--- src/rtl/proj_switch_pkg.sv ---
// Shared types and default sizing for the project switch.
package proj_switch_pkg;

   localparam int DEF_NUM_DESIGNS = 8;
   localparam int DEF_SEL_BITS    = 3;
   localparam int DEF_INPUT_BITS  = 16;
   localparam int DEF_OUTPUT_BITS = 16;

   // GATE: everything parked; RST: new owner clocked in reset; RUN: owner live
   typedef enum logic [1:0] {
      ST_GATE = 2'd0,
      ST_RST  = 2'd1,
      ST_RUN  = 2'd2
   } state_e;

endpackage

--- src/rtl/proj_clk_gate.sv ---
// Glitch-free clock gate for one project: the enable is captured while clk
// is low, so the AND can only start or stop on a full high phase.
module proj_clk_gate (
   input  logic clk,
   input  logic rst_n,
   input  logic en_d,
   output logic gclk
);

   logic en_q;

   // enable register clocked on the falling edge
   always_ff @(negedge clk or negedge rst_n) begin
      if (!rst_n) en_q <= 1'b0;
      else        en_q <= en_d;
   end

   assign gclk = clk & en_q;

endmodule

--- src/rtl/proj_switch.sv ---
// Project switch: time-multiplexes one shared I/O bus over NUM_DESIGNS
// attached projects. A new selection must be stable for STABLE_CYCLES before
// the switch gates all clocks for one cycle, then clocks the new owner through
// a RST_CYCLES reset pulse and releases it into RUN.
// Optional build macro PROJ_SWITCH_SEL_SYNC_EN: sel passes through a 2-flop
// synchroniser (adds 2 cycles of switch latency).
module proj_switch
   import proj_switch_pkg::*;
#(
   parameter int NUM_DESIGNS   = DEF_NUM_DESIGNS,
   parameter int SEL_BITS      = DEF_SEL_BITS,
   parameter int INPUT_BITS    = DEF_INPUT_BITS,
   parameter int OUTPUT_BITS   = DEF_OUTPUT_BITS,
   parameter int RST_CYCLES    = 4,
   parameter int STABLE_CYCLES = 2
) (
   input  logic                               clk,
   input  logic                               rst_n,
   input  logic [SEL_BITS-1:0]                sel,
   input  logic [INPUT_BITS-1:0]              in,
   output logic [OUTPUT_BITS-1:0]             out,
   output logic [NUM_DESIGNS-1:0]             proj_clk,
   output logic [NUM_DESIGNS-1:0]             proj_rst_n,
   output logic [NUM_DESIGNS*INPUT_BITS-1:0]  proj_in,
   input  logic [NUM_DESIGNS*OUTPUT_BITS-1:0] proj_out,
   output logic [SEL_BITS-1:0]                active_sel,
   output logic                               busy
);

   localparam int CNT_W  = $clog2(STABLE_CYCLES + 1);
   localparam int RCNT_W = (RST_CYCLES > 1) ? $clog2(RST_CYCLES) : 1;
   localparam logic [CNT_W-1:0]  STABLE_MAX = CNT_W'(STABLE_CYCLES);
   localparam logic [RCNT_W-1:0] RCNT_LOAD  = RCNT_W'(RST_CYCLES - 1);
   localparam logic [SEL_BITS:0] NUM_LIM    = (SEL_BITS + 1)'(NUM_DESIGNS);

   logic [SEL_BITS-1:0]    sel_s;
   logic [SEL_BITS-1:0]    cand_q, cand_d;
   logic [CNT_W-1:0]       cnt_q, cnt_d;
   state_e                 state_q, state_d;
   logic [SEL_BITS-1:0]    active_q, active_d;
   logic [RCNT_W-1:0]      rcnt_q, rcnt_d;
   logic [OUTPUT_BITS-1:0] out_q, out_d;
   logic [OUTPUT_BITS-1:0] owner_out;
   logic [NUM_DESIGNS-1:0] en_d;
   logic                   switch_req;

`ifdef PROJ_SWITCH_SEL_SYNC_EN
   logic [SEL_BITS-1:0] sync1_q, sync1_d, sync2_q, sync2_d;

   // synchroniser next values: plain shift
   always_comb begin
      sync1_d = sel;
      sync2_d = sync1_q;
   end

   // two-stage synchroniser for an asynchronous sel source
   always_ff @(posedge clk or negedge rst_n) begin
      if (!rst_n) begin
         sync1_q <= '0;
         sync2_q <= '0;
      end else begin
         sync1_q <= sync1_d;
         sync2_q <= sync2_d;
      end
   end

   assign sel_s = sync2_q;
`else
   assign sel_s = sel;
`endif

   // candidate tracking: restart the age on any change, saturate when stable
   always_comb begin
      cand_d = cand_q;
      cnt_d  = cnt_q;
      if (sel_s != cand_q) begin
         cand_d = sel_s;
         cnt_d  = '0;
      end else if (cnt_q != STABLE_MAX) begin
         cnt_d = cnt_q + 1'b1;
      end
   end

   // out-of-range candidates never request a switch; the owner keeps running
   assign switch_req = (cnt_q == STABLE_MAX) && (cand_q != active_q) &&
                       ({1'b0, cand_q} < NUM_LIM);

   // FSM next state; an RST in progress always runs to completion
   always_comb begin
      state_d  = state_q;
      active_d = active_q;
      rcnt_d   = rcnt_q;
      unique case (state_q)
         ST_RUN: begin
            if (switch_req) state_d = ST_GATE;
         end
         ST_GATE: begin
            state_d  = ST_RST;
            active_d = cand_q;
            rcnt_d   = RCNT_LOAD;
         end
         ST_RST: begin
            if (rcnt_q == '0) state_d = ST_RUN;
            else              rcnt_d  = rcnt_q - 1'b1;
         end
         default: begin
            state_d  = ST_RST;
            active_d = '0;
            rcnt_d   = RCNT_LOAD;
         end
      endcase
   end

   // clock enables look at the next state: the negedge flop then applies
   // them to exactly the cycle they belong to, keeping GATE fully quiet
   always_comb begin
      en_d       = '0;
      proj_rst_n = '0;
      for (int i = 0; i < NUM_DESIGNS; i++) begin
         if (state_d != ST_GATE && active_d == SEL_BITS'(i)) en_d[i] = 1'b1;
         if (state_q == ST_RUN && active_q == SEL_BITS'(i)) proj_rst_n[i] = 1'b1;
      end
   end

   // route the shared input to the owner only; other slices are held at 0
   always_comb begin
      proj_in = '0;
      for (int i = 0; i < NUM_DESIGNS; i++) begin
         if (active_q == SEL_BITS'(i)) proj_in[i*INPUT_BITS +: INPUT_BITS] = in;
      end
   end

   // pick the owner's output slice; registered only when the next cycle is RUN
   always_comb begin
      owner_out = '0;
      for (int i = 0; i < NUM_DESIGNS; i++) begin
         if (active_q == SEL_BITS'(i)) owner_out = proj_out[i*OUTPUT_BITS +: OUTPUT_BITS];
      end
      out_d = (state_d == ST_RUN) ? owner_out : '0;
   end

   // all posedge state; reset restarts project 0 with a full reset pulse
   always_ff @(posedge clk or negedge rst_n) begin
      if (!rst_n) begin
         state_q  <= ST_RST;
         active_q <= '0;
         rcnt_q   <= RCNT_LOAD;
         cand_q   <= '0;
         cnt_q    <= '0;
         out_q    <= '0;
      end else begin
         state_q  <= state_d;
         active_q <= active_d;
         rcnt_q   <= rcnt_d;
         cand_q   <= cand_d;
         cnt_q    <= cnt_d;
         out_q    <= out_d;
      end
   end

   for (genvar g = 0; g < NUM_DESIGNS; g++) begin : g_gate
      proj_clk_gate u_gate (
         .clk   (clk),
         .rst_n (rst_n),
         .en_d  (en_d[g]),
         .gclk  (proj_clk[g])
      );
   end

   assign out        = out_q;
   assign active_sel = active_q;
   assign busy       = (state_q != ST_RUN);

endmodule

--- config.mk ---
export PLATFORM = sky130hd
export DESIGN_NAME = proj_switch
export DESIGN_NICKNAME = d
export VERILOG_FILES = /design/src/rtl/proj_switch_pkg.sv /design/src/rtl/proj_clk_gate.sv /design/src/rtl/proj_switch.sv
export SDC_FILE = /design/constraint.sdc
export NUM_CORES = 1
export LEC_CHECK = 0
export ABC_AREA = 1
export BUFFER_PORTS_ARGS = -buffer_cell sky130_fd_sc_hd__clkbuf_2
export CAP_MARGIN = 40
export CORE_AREA = 8 8 115 117
export DETAILED_ROUTE_END_ITERATION = 6
export DIE_AREA = 0 0 123 125
export PLACE_DENSITY = 0.64
export SYNTH_ARGS = -nofsm -noshare
export SYNTH_HDL_FRONTEND = slang
export SYNTH_HIERARCHICAL = 1
export SYNTH_SLANG_ARGS = --single-unit
--- constraint.sdc ---
create_clock -name clk -period 2.2 [get_ports clk]
set_input_delay 0.33 -clock clk [delete_from_list [all_inputs] [get_ports clk]]
set_output_delay 0.33 -clock clk [all_outputs]
set_load 0.01 [all_outputs]
==> metrics.md <==
| Metric | Value |
|---|---|
| Post-DP HPWL | 14400 µm |
| Mapped Nets | 736 |
| Skew final | 0.0462 ns |
| Final core occ | 61.3% |
| RSZ-0062 raised after global routing | yes |
| Crit path kind | register to register |
| Power Density | 1170 mW/mm² |
| Reg2reg end | g_gate[0].u_gate/en_q$_DFF_NN0_ |
| R2R cell count | 9 |
| Worst hold margin | 0.0707 ns |
| Worst r2r src | state_q[0]$_DFF_PN1_ |
| Final Net Count | 1120 |
| Die Y-Extent | 125 µm |
| Max_cap viols | 0 |
| Leak | 4.01 nW |
| Antenna Cells | 0 |
| Worst Path Arrival | 1.81 ns |
| Status | finished, violations left |
| Crit end category | register |
| Via count of the routed design | 5380 |
| Slew @ Worst Pin | 0.699 ns |
| DRC | 0 |
| Drt total wl | 21800 µm |
| Clk_lat worst skew | 0.43 ns |
| Reg2Reg Setup Slack | -0.44 ns |
| Mean Syn Cell Area | 5.72 µm² |
| Top cells by area, synth | nor2_1 (23%), dfrtp_1 (19%), nand2_1 (13%) |
| Initial core utilization | 28.6% |
| ANT nets after route | 0 |
| Hold Startpoint | sel[1] |
| Port Buffers | 312 |
| Slew Viols, Final | 0 |
| Slew HR | 53.4% |
| Failing checks | setup timing |
| Vias in the first global route | 5043 |
| Die Footprint | 0.0154 mm² |
| Std cell rows | 40 |
| Primary FF master, synth | dfrtp_1 |
| First drt pass iteration count | 5 |
| Vias per cell | 4.83 |
| Synth Cell Area | 0.00332 mm² |
| Seq/Total Area, Yosys | 27.2% |
| PnR Total Power | 0.00834 W |
| Hold path depth | 1 |
| Core ar. | 0.0116 mm² |
| Largest net degree at the start of global routing | 34 |
| Yosys cell types | 32 |
| Fillers | 1063 |
| GR Overflow Total | 0 |
| Final Hold Viols | 0 |
| Seq cells post-synth | 36 |
| Final setup fails | 131 |
| I/O pin count | 313 |
| Layout cells sized above 1 | 58.1% |
| Hold Path Class | input port to register |
| Worst-path clk slew | 0.06 ns |
| Initial antenna violation count | 1 |
| EDFF count, synth | 0 |
| Post-synthesis cell count | 581 |
| Share of the synthesized area in the top cell type | 23.1% |
| Die X | 123 µm |
| WP data required | 1.37 ns |
| Drt initial violations | 426 |
| GPL Wtd Cong | 0.882 |
| Hold Path Sink | cand_q[1]$_DFFE_PN0P_ |
| Placed instance area | 0.00528 mm² |
| Synth area leader | nor2_1 |
| Startpoint class of the critical path | register |
| Routed len/inst | 19.5 µm |
| Highest fanout seen on the critical path | 3 |
| Non-Filler Cell Area, Final | 0.00712 mm² |
| VDD IR max | 954 µV |
| Fraction of registers with async set/reset | 100% |
| Synth warnings | 6 |
| Area grow syn2layout | 114% |
| CTS tree | built |
| GRT Overall Usage | 23.2% |
| First-pass GRT wire length | 27500 µm |
| Final WS setup | -0.439 ns |
| Post-Route Setup TNS | -15.12 ns |
worst max-delay path: stages (launching register included):
cell and delay [ns]:
dfstp_2 0.53, inv_2 0.06, ha_4 0.29, inv_4 0.05, o21ai_4 0.16, nand2_2 0.11
inv_2 0.08, nor2_2 0.04, nand2_1 0.05, nor2_1 0.04
worst max-delay path by stage:
stage	startpoint	end	slack, ns	depth (start not counted)
floorplan	state_q[0]$_DFF_PN1_	g_gate[0].u_gate/en_q$_DFF_NN0_	-0.38	9
detailed placement	state_q[0]$_DFF_PN1_	g_gate[0].u_gate/en_q$_DFF_NN0_	-0.44	9
finish	state_q[0]$_DFF_PN1_	g_gate[0].u_gate/en_q$_DFF_NN0_	-0.44	9
global placement	state_q[0]$_DFF_PN1_	g_gate[0].u_gate/en_q$_DFF_NN0_	-0.44	9
CTS	state_q[0]$_DFF_PN1_	g_gate[0].u_gate/en_q$_DFF_NN0_	-0.40	9
global route	state_q[0]$_DFF_PN1_	g_gate[4].u_gate/en_q$_DFF_NN0_	-0.47	9
cells by family (layout without fill, tap and decap cells):
group	Yosys count	in the layout	share of synthesized area (%)
compound gates	28	28	4.67
xor+xnor	5	5	1.32
fa+ha+maj	6	6	2.26
buf+inv	105	490	13.3
flops	36	36	27.2
simple gates	401	401	51.2
sequential cells by signal, summed over array words and instances, names as in the netlist:
| signal | cells |
|---|---|
| active_sel | 3 |
| cnt_q | 2 |
| rcnt_q | 2 |
| cand_q | 3 |
| g_gate.u_gate/en_q | 8 |
| out | 16 |
| state_q | 2 |
report_power, final:
group / internal (W) / total [W] / switching [W]
registers: 0.000830 / 0.000915 / 0.0000852
logic: 0.00265 / 0.00614 / 0.00350
clock network: 0.000854 / 0.00128 / 0.000424
per-stage QoR:
step                cells  setup slack [ns]
finish               1113            -0.439
global route         1113            -0.473
CTS                  1076            -0.400
detailed placement   1053            -0.441
global placement     1053            -0.438
floorplan             581            -0.379
layer usage:
metal	vias to the layer above	GRT usage [%]	routed length (µm)
met5	-	0	9
met4	2	9.85	776
met2	322	40.3	11100
met3	60	6.17	2040
li1	2533	-	-
met1	2463	25.9	7850
final cells by class:
cell class	count	area [µm²]	share of cell area, %
flip-flops and latches	36	906	12.7
clock buffers	20	322	4.52
multi-input cells	440	2580	36.2
inverters	68	323	4.53
well taps	147	184	2.58
repair inverters	7	73.8	1.04
repair buffers	387	2700	37.9
clock inverters	8	30.0	0.422
cell usage after synthesis, drive strengths merged, types with 2 or more instances:
master / n
nand2: 115
nand3: 37
inv: 75
xnor2: 4
nand4: 18
o22ai: 2
a21oi: 17
clkbuf: 11
buf: 18
o21ai: 8
dfstp: 3
nor2: 206
dfrtp: 25
dfrtn: 8
ha: 6
or2: 20
nor3: 4
what timing repair did:
| item | CTS | global route |
|---|---|---|
| resized for setup | 29 | 386 |
| buffers inserted | 10 | 25 |
| setup endpoints to repair | 160 | 143 |
| hold endpoints to repair | 8 | 0 |
| hold buffers | 1 | 0 |
| gates cloned | 1 | 13 |
| pin swaps | 11 | 12 |
cell usage in the layout, fill, tap and decap left out, types with 2 or more instances in the layout:
cell type / count
nand2_2: 7
nand2_4: 3
buf_4: 50
o21ai_0: 7
dfrtp_1: 24
clkbuf_8: 2
buf_2: 73
nand2_1: 105
clkbuf_2: 189
or2_1: 4
or2_2: 9
nor2_1: 110
nor3_4: 4
inv_4: 2
ha_1: 4
xnor2_1: 4
dfstp_2: 3
a21oi_1: 16
nand4_1: 18
nand3_1: 33
inv_1: 60
inv_6: 4
nand3_4: 2
inv_2: 7
nor2_2: 47
nand3_2: 2
dfrtn_1: 8
clkbuf_16: 14
nor2_4: 49
buf_12: 7
or2_0: 7
buf_6: 69
inv_8: 8
(Power assumes the default switching activity.)
